**src/rtl/csa_pkg.sv**
```systemverilog
`default_nettype none
// +----------------------------------------------------------------------------+
// | Module   : csa_pkg                                                         |
// | Brief    : Shared types and constants for the sequential CSA subtractor.   |
// | Revision : 1.0                                                             |
// +----------------------------------------------------------------------------+
package csa_pkg;

    localparam int SLICE_W = 4;

    typedef enum logic [1:0] {
        ST_IDLE = 2'd0,
        ST_BUSY = 2'd1,
        ST_DONE = 2'd2
    } state_t;

    // True when the operand width splits into whole chunks of whole 4-bit slices.
    function automatic bit params_legal(input int width, input int chunk);
        return (chunk > 0) && (width > 0) && (chunk % SLICE_W == 0) && (width % chunk == 0);
    endfunction

endpackage
`default_nettype wire

```
**src/rtl/csa_sub_slice4.sv**
```systemverilog
`default_nettype none
// +----------------------------------------------------------------------------+
// | Module   : csa_sub_slice4                                                  |
// | Brief    : 4-bit carry-select slice; both carry-in sums precomputed.       |
// | Revision : 1.0                                                             |
// +----------------------------------------------------------------------------+
module csa_sub_slice4 (
    input  logic [3:0] a_i,
    input  logic [3:0] nb_i,
    input  logic       cin_i,
    output logic [3:0] sum_o,
    output logic       cout_o
);

    logic [4:0] w_sum_c0;
    logic [4:0] w_sum_c1;

    assign w_sum_c0 = {1'b0, a_i} + {1'b0, nb_i};
    assign w_sum_c1 = {1'b0, a_i} + {1'b0, nb_i} + 5'd1;

    assign {cout_o, sum_o} = cin_i ? w_sum_c1 : w_sum_c0;

endmodule
`default_nettype wire

```
**src/rtl/csa_sub_48bit_seq.sv**
```systemverilog
`default_nettype none
// +----------------------------------------------------------------------------+
// | Module   : csa_sub_48bit_seq                                               |
// | Brief    : Chunk-serial carry-select subtractor with valid/ready handshake.|
// | Revision : 1.0                                                             |
// +----------------------------------------------------------------------------+
module csa_sub_48bit_seq
    import csa_pkg::*;
#(
    parameter int WIDTH = 48,
    parameter int CHUNK = 12
) (
    input  logic             i_clk,
    input  logic             i_rst_n,
    input  logic             i_valid,
    output logic             o_ready,
    input  logic [WIDTH-1:0] i_minuend,
    input  logic [WIDTH-1:0] i_subtrahend,
    output logic             o_valid,
    input  logic             i_ready,
    output logic [WIDTH-1:0] o_diff,
    output logic             o_borrow,
    output logic             o_zero
);

    localparam int NCHUNK = WIDTH / CHUNK;
    localparam int NSLICE = CHUNK / SLICE_W;
    localparam int CNT_W  = (NCHUNK > 1) ? $clog2(NCHUNK) : 1;
    localparam logic [CNT_W-1:0] c_cnt_last = CNT_W'(NCHUNK - 1);

    generate
        if (!params_legal(WIDTH, CHUNK)) begin : g_param_check
            $error("csa_sub_48bit_seq: WIDTH must be a multiple of CHUNK and CHUNK a multiple of 4");
        end
    endgenerate

    state_t             state_q, state_d;
    logic [WIDTH-1:0]   a_q, a_d;
    logic [WIDTH-1:0]   nb_q, nb_d;
    logic [WIDTH-1:0]   diff_q, diff_d;
    logic [CNT_W-1:0]   cnt_q, cnt_d;
    logic               carry_q, carry_d;
    logic               borrow_q, borrow_d;
    logic               zero_q, zero_d;

    logic               w_accept;
    logic               w_last;
    logic [CHUNK-1:0]   w_a_chunks  [NCHUNK];
    logic [CHUNK-1:0]   w_nb_chunks [NCHUNK];
    logic [CHUNK-1:0]   w_a_chunk;
    logic [CHUNK-1:0]   w_nb_chunk;
    logic [CHUNK-1:0]   w_chunk_sum;
    logic [NSLICE:0]    w_carry;

    // Operand chunk selection: an array view of the latched operands indexed by cnt.
    generate
        for (genvar k = 0; k < NCHUNK; k++) begin : g_chunk
            assign w_a_chunks[k]  = a_q[k*CHUNK +: CHUNK];
            assign w_nb_chunks[k] = nb_q[k*CHUNK +: CHUNK];
        end
    endgenerate

    assign w_a_chunk  = w_a_chunks[cnt_q];
    assign w_nb_chunk = w_nb_chunks[cnt_q];
    assign w_carry[0] = carry_q;

    generate
        for (genvar s = 0; s < NSLICE; s++) begin : g_slice
            csa_sub_slice4 u_slice (
                .a_i    (w_a_chunk[s*SLICE_W +: SLICE_W]),
                .nb_i   (w_nb_chunk[s*SLICE_W +: SLICE_W]),
                .cin_i  (w_carry[s]),
                .sum_o  (w_chunk_sum[s*SLICE_W +: SLICE_W]),
                .cout_o (w_carry[s+1])
            );
        end
    endgenerate

    assign w_accept = i_valid && (state_q == ST_IDLE);
    assign w_last   = (state_q == ST_BUSY) && (cnt_q == c_cnt_last);

    always_ff @(posedge i_clk or negedge i_rst_n) begin
        if (!i_rst_n) begin
            state_q <= ST_IDLE;
        end else begin
            state_q <= state_d;
        end
    end

    always_comb begin
        state_d = state_q;
        case (state_q)
            ST_IDLE: if (i_valid) state_d = ST_BUSY;
            ST_BUSY: if (w_last)  state_d = ST_DONE;
            ST_DONE: if (i_ready) state_d = ST_IDLE;
            default:              state_d = ST_IDLE;
        endcase
    end

    always_comb begin
        o_ready  = (state_q == ST_IDLE);
        o_valid  = (state_q == ST_DONE);
        o_diff   = diff_q;
        o_borrow = borrow_q;
        o_zero   = zero_q;
    end

    // Subtrahend is stored inverted; carry seeded to 1 completes the two's complement.
    always_comb begin
        a_d      = a_q;
        nb_d     = nb_q;
        diff_d   = diff_q;
        cnt_d    = cnt_q;
        carry_d  = carry_q;
        borrow_d = borrow_q;
        zero_d   = zero_q;
        if (w_accept) begin
            a_d     = i_minuend;
            nb_d    = ~i_subtrahend;
            carry_d = 1'b1;
            cnt_d   = '0;
        end else if (state_q == ST_BUSY) begin
            for (int k = 0; k < NCHUNK; k++) begin
                if (cnt_q == CNT_W'(k)) begin
                    diff_d[k*CHUNK +: CHUNK] = w_chunk_sum;
                end
            end
            carry_d = w_carry[NSLICE];
            cnt_d   = cnt_q + CNT_W'(1);
            if (w_last) begin
                cnt_d    = '0;
                borrow_d = ~w_carry[NSLICE];
                zero_d   = (diff_d == '0);
            end
        end
    end

    always_ff @(posedge i_clk or negedge i_rst_n) begin
        if (!i_rst_n) begin
            a_q      <= '0;
            nb_q     <= '0;
            diff_q   <= '0;
            cnt_q    <= '0;
            carry_q  <= 1'b0;
            borrow_q <= 1'b0;
            zero_q   <= 1'b0;
        end else begin
            a_q      <= a_d;
            nb_q     <= nb_d;
            diff_q   <= diff_d;
            cnt_q    <= cnt_d;
            carry_q  <= carry_d;
            borrow_q <= borrow_d;
            zero_q   <= zero_d;
        end
    end

endmodule
`default_nettype wire
```
**config.mk**
```make
export PLATFORM = sky130hd
export DESIGN_NAME = csa_sub_48bit_seq
export DESIGN_NICKNAME = d
export VERILOG_FILES = /design/src/rtl/csa_pkg.sv /design/src/rtl/csa_sub_slice4.sv /design/src/rtl/csa_sub_48bit_seq.sv
export SDC_FILE = /design/constraint.sdc
export NUM_CORES = 1
export LEC_CHECK = 0
export CAP_MARGIN = 20
export CORE_ASPECT_RATIO = 0.7
export CORE_UTILIZATION = 52
export DETAILED_ROUTE_END_ITERATION = 10
export GPL_TIMING_DRIVEN = 0
export HOLD_SLACK_MARGIN = 0.15
export PLACE_DENSITY = 0.89
export RECOVER_POWER = 25
export SLEW_MARGIN = 30
export SYNTH_ARGS = -nofsm -noshare
export SYNTH_HDL_FRONTEND = slang
export SYNTH_SLANG_ARGS = --single-unit
```
**constraint.sdc**
```tcl
create_clock -name i_clk -period 6 [get_ports i_clk]
set_clock_uncertainty 0.1 [all_clocks]
set_input_delay 0.6 -clock i_clk [delete_from_list [all_inputs] [get_ports i_clk]]
set_output_delay 0.6 -clock i_clk [all_outputs]
set_load 0.01 [all_outputs]
```
==> results.tsv <==
stage	metric	value	unit
detailed_routing	vias per inst	5.831	
clock_tree	number of clock buffers inserted by TritonCTS	17	
logic_synthesis	syn_nets	777	
logic_synthesis	Syn Area/Cell	11.30	µm²
clock_tree	setup bufs post-CTS	0	
placed_design	Final Wtd Congestion	0.9522	
die	Initial Util	53.20	%
die	area of the die	0.01473	mm²
layout	number of nets in the layout	949	
logic_synthesis	Synth top area share	51.03	%
global_route	initial antenna violation count	0	
placed_design	DPL Wire Length	14510	µm
die	Core ar.	0.01392	mm²
critical_path	WP data arrival	5.91	ns
die	standard-cell row count	36	
critical_path	Max stage delay on crit path	0.63	ns
outcome	status	finished, violations left	
layout	final core occ	70.08	%
sta	fin. max-slew vios	61	
critical_path	Startpoint Class	flip-flop	
logic_synthesis	Synth async-reset ratio	100.0	%
detailed_routing	WL final	19710	µm
clock_tree	clock-pin slew on the worst setup and hold paths	0.06	ns
critical_path	CP cell instances	clkbuf_2 -> buf_2 -> mux4_2 -> ha_1 -> fa_1 -> ha_1 -> or2b_2 -> mux2i_2 -> a21boi_4 -> xnor2_2 -> mux2i_2 -> a21oi_1 -> nor4_1 -> a32o_1	
sta	final setup vio count	0	
logic_synthesis	synth top area cells	dfrtp_1 51%, mux2_2 7.6%, mux4_2 7.3%, a21oi_1 3.9%, o21ai_0 3.8%	
critical_path	cell family with most CP delay	multiplexers	
layout	Antenna Diode Count	0	
detailed_routing	First DRT Iteration DRCs	420	
sta	Peak Freq	177.0	MHz
logic_synthesis	area leader, netlist	dfrtp_1	
die	die height	101.8	µm
global_route	vias in the first global route	5886	
detailed_routing	DR WL/cell	19.16	µm
layout	Layout Cells excl Fill	1029	
outcome	failing checks	max-capacitance violations, max-slew violations	
logic_synthesis	FF+latch count, synth	151	
die	Top Ports	152	
sta	period utilization	94.17	%
clock_tree	CTS tree	yes	
layout	share of post-route cells with drive strength above 1	16.09	%
placed_design	Post-Place Cells	997	
critical_path	worst path bufs/invs	2	
layout	Area Overhead vs Synth	31.73	%
logic_synthesis	Synthesis Warnings	0	
detailed_routing	remaining antenna violation count	0	
logic_synthesis	most common cell in the netlist	dfrtp_1	
sta	Final Hold Viols	0	
critical_path	Crit Path Max Fanout	10	
sta	Hold Worst Slack	0.3830	ns
clock_tree	Clock Latency Late Sink	0.42	ns
logic_synthesis	commonest cells in the netlist	151 x dfrtp_1, 69 x nand2_1, 63 x nor2_1, 58 x a21oi_1, 56 x o21ai_0	
sta	post-route minimum period	5.650	ns
logic_synthesis	ys flop type	dfrtp_1	
detailed_routing	First-pass DRT Iterations	8	
hold_path	Hold Crit Class	flip-flop to flip-flop	
placed_design	Buffers on Ports	151	
run	max_cap viols	1	
detailed_routing	via count	6000	
sta	Tightest Pin Transition	3.232	ns
logic_synthesis	post-synthesis cell type count	67	
critical_path	Crit path required time	6.26	ns
global_route	largest net degree at the start of global routing	92	
global_route	total gr overflow	0	
clock_tree	Root Driver	clkbuf_16	
critical_path	Crit-path slowest cell	fa_1	
detailed_routing	DRC	0	
logic_synthesis	cell count after synthesis	655	
logic_synthesis	Post-synth EDFFs	0	
critical_path	Setup crit end kind	flip-flop	
layout	# fillers	979	
sta	relative slew slack	-115.4	%
global_route	Total GRT Usage	28.50	%
critical_path	Worst Setup Path Type	flip-flop to flip-flop	
clock_tree	clock buffer depth	2	
logic_synthesis	post-synthesis sequential area ratio	51.03	%
clock_tree	clk sinks	151	
sta	RSZ-0062 raised after global routing	false	
die	die width	144.6	µm
global_route	global-route wire length before repair	30680	µm
clock_tree	CTS H-tree lvls	4	
logic_synthesis	Mapped Area	0.007405	mm²
-- through the flow --
| step | TNS, ns | area [µm²] | setup WS (ns) |
|---|---|---|---|
| 2_1_floorplan | 0 | 7405 | 0.8483 |
| 3_3_place_gp | -238.83 | 9154 | -1.586 |
| 3_5_place_dp | -0.4171 | 9186 | -0.3974 |
| 4_1_cts | 0 | 9761 | 0.1053 |
| 5_1_grt | 0 | 9754 | 0.005086 |
| 6_report | 0 | 9754 | 0.3500 |
-- tightest hold or removal path, cell delays in order, from the launching register on --
cell	delay, ns
dfrtp_1	0.34
nand2_1	0.05
o21ai_0	0.06
-- cell type report --
class                      count  area [µm²]  area share [%]
sequential                   151        3779           38.74
multi-input combinational    455        3408           34.94
timing repair buffer         153        1543           15.82
clock buffer                  18       439.2           4.502
tap                          190       237.7           2.437
buffer                        38       183.9           1.886
clock inverter                13       122.6           1.257
inverter                      11       41.29          0.4233
-- cell usage in the layout (no fill, tap or decap), drive strengths merged, types with 8 or more instances in the layout --
master,n
a21o,8
a21oi,59
buf,15
clkbuf,42
clkdlybuf4s50,151
dfrtp,151
ha,19
inv,16
mux2,50
mux4,24
nand2,69
nor2,63
nor3,8
nor4,9
o21ai,56
xnor2,17
-- path summary, 6_finish.rpt --
check,from,endpoint,slack [ns],cells past startpoint
setup reg to reg,cnt_q[0],o_zero,0.35,14
hold / removal,o_diff[47],o_diff[47],0.38,2
min in group asynchronous,i_rst_n,a_q[1],1.71,2
max in group asynchronous,i_rst_n,state_q[1],2.26,2
hold reg to reg,o_diff[47],o_diff[47],0.38,2
setup / recovery,cnt_q[0],o_zero,0.35,14
-- cell families after synthesis --
group / after synthesis / synth area share [%]
and+or+nand+nor: 172 / 10.21
AOI/OAI and AO/OA: 158 / 13.06
DFF: 151 / 51.03
muxes: 80 / 15.77
buffers and inverters: 49 / 2.991
xor gates and xnor gates: 23 / 2.923
adders and majority gates: 22 / 4.022
-- what timing repair did --
action,CTS,global route
pin swaps,0,0
endpoints found under the hold margin,60,0
resized for setup,2,4
setup endpoints to repair,9,3
hold buffers,1,0
cloned,0,0
-- registers in the layout, summed over array words and instances, names as in the netlist --
| name | count |
|---|---|
| a_q | 48 |
| carry_q | 1 |
| cnt_q | 2 |
| nb_q | 48 |
| o_borrow | 1 |
| o_diff | 48 |
| o_zero | 1 |
| state_q | 2 |
-- metal layers --
| metal | share of wire (%) | up-vias | track usage, % |
|---|---|---|---|
| met5 | 0 | - | 0 |
| met4 | 1.2 | 0 | 7.206 |
| met3 | 9.7 | 27 | 8.060 |
| met2 | 46 | 322 | 43.86 |
| met1 | 43 | 2948 | 40.20 |
| li1 | - | 2703 | - |
Power is left out: the tool's default activity adds up to more than one toggle a clock period on the data nets, which glitch-free logic cannot reach.
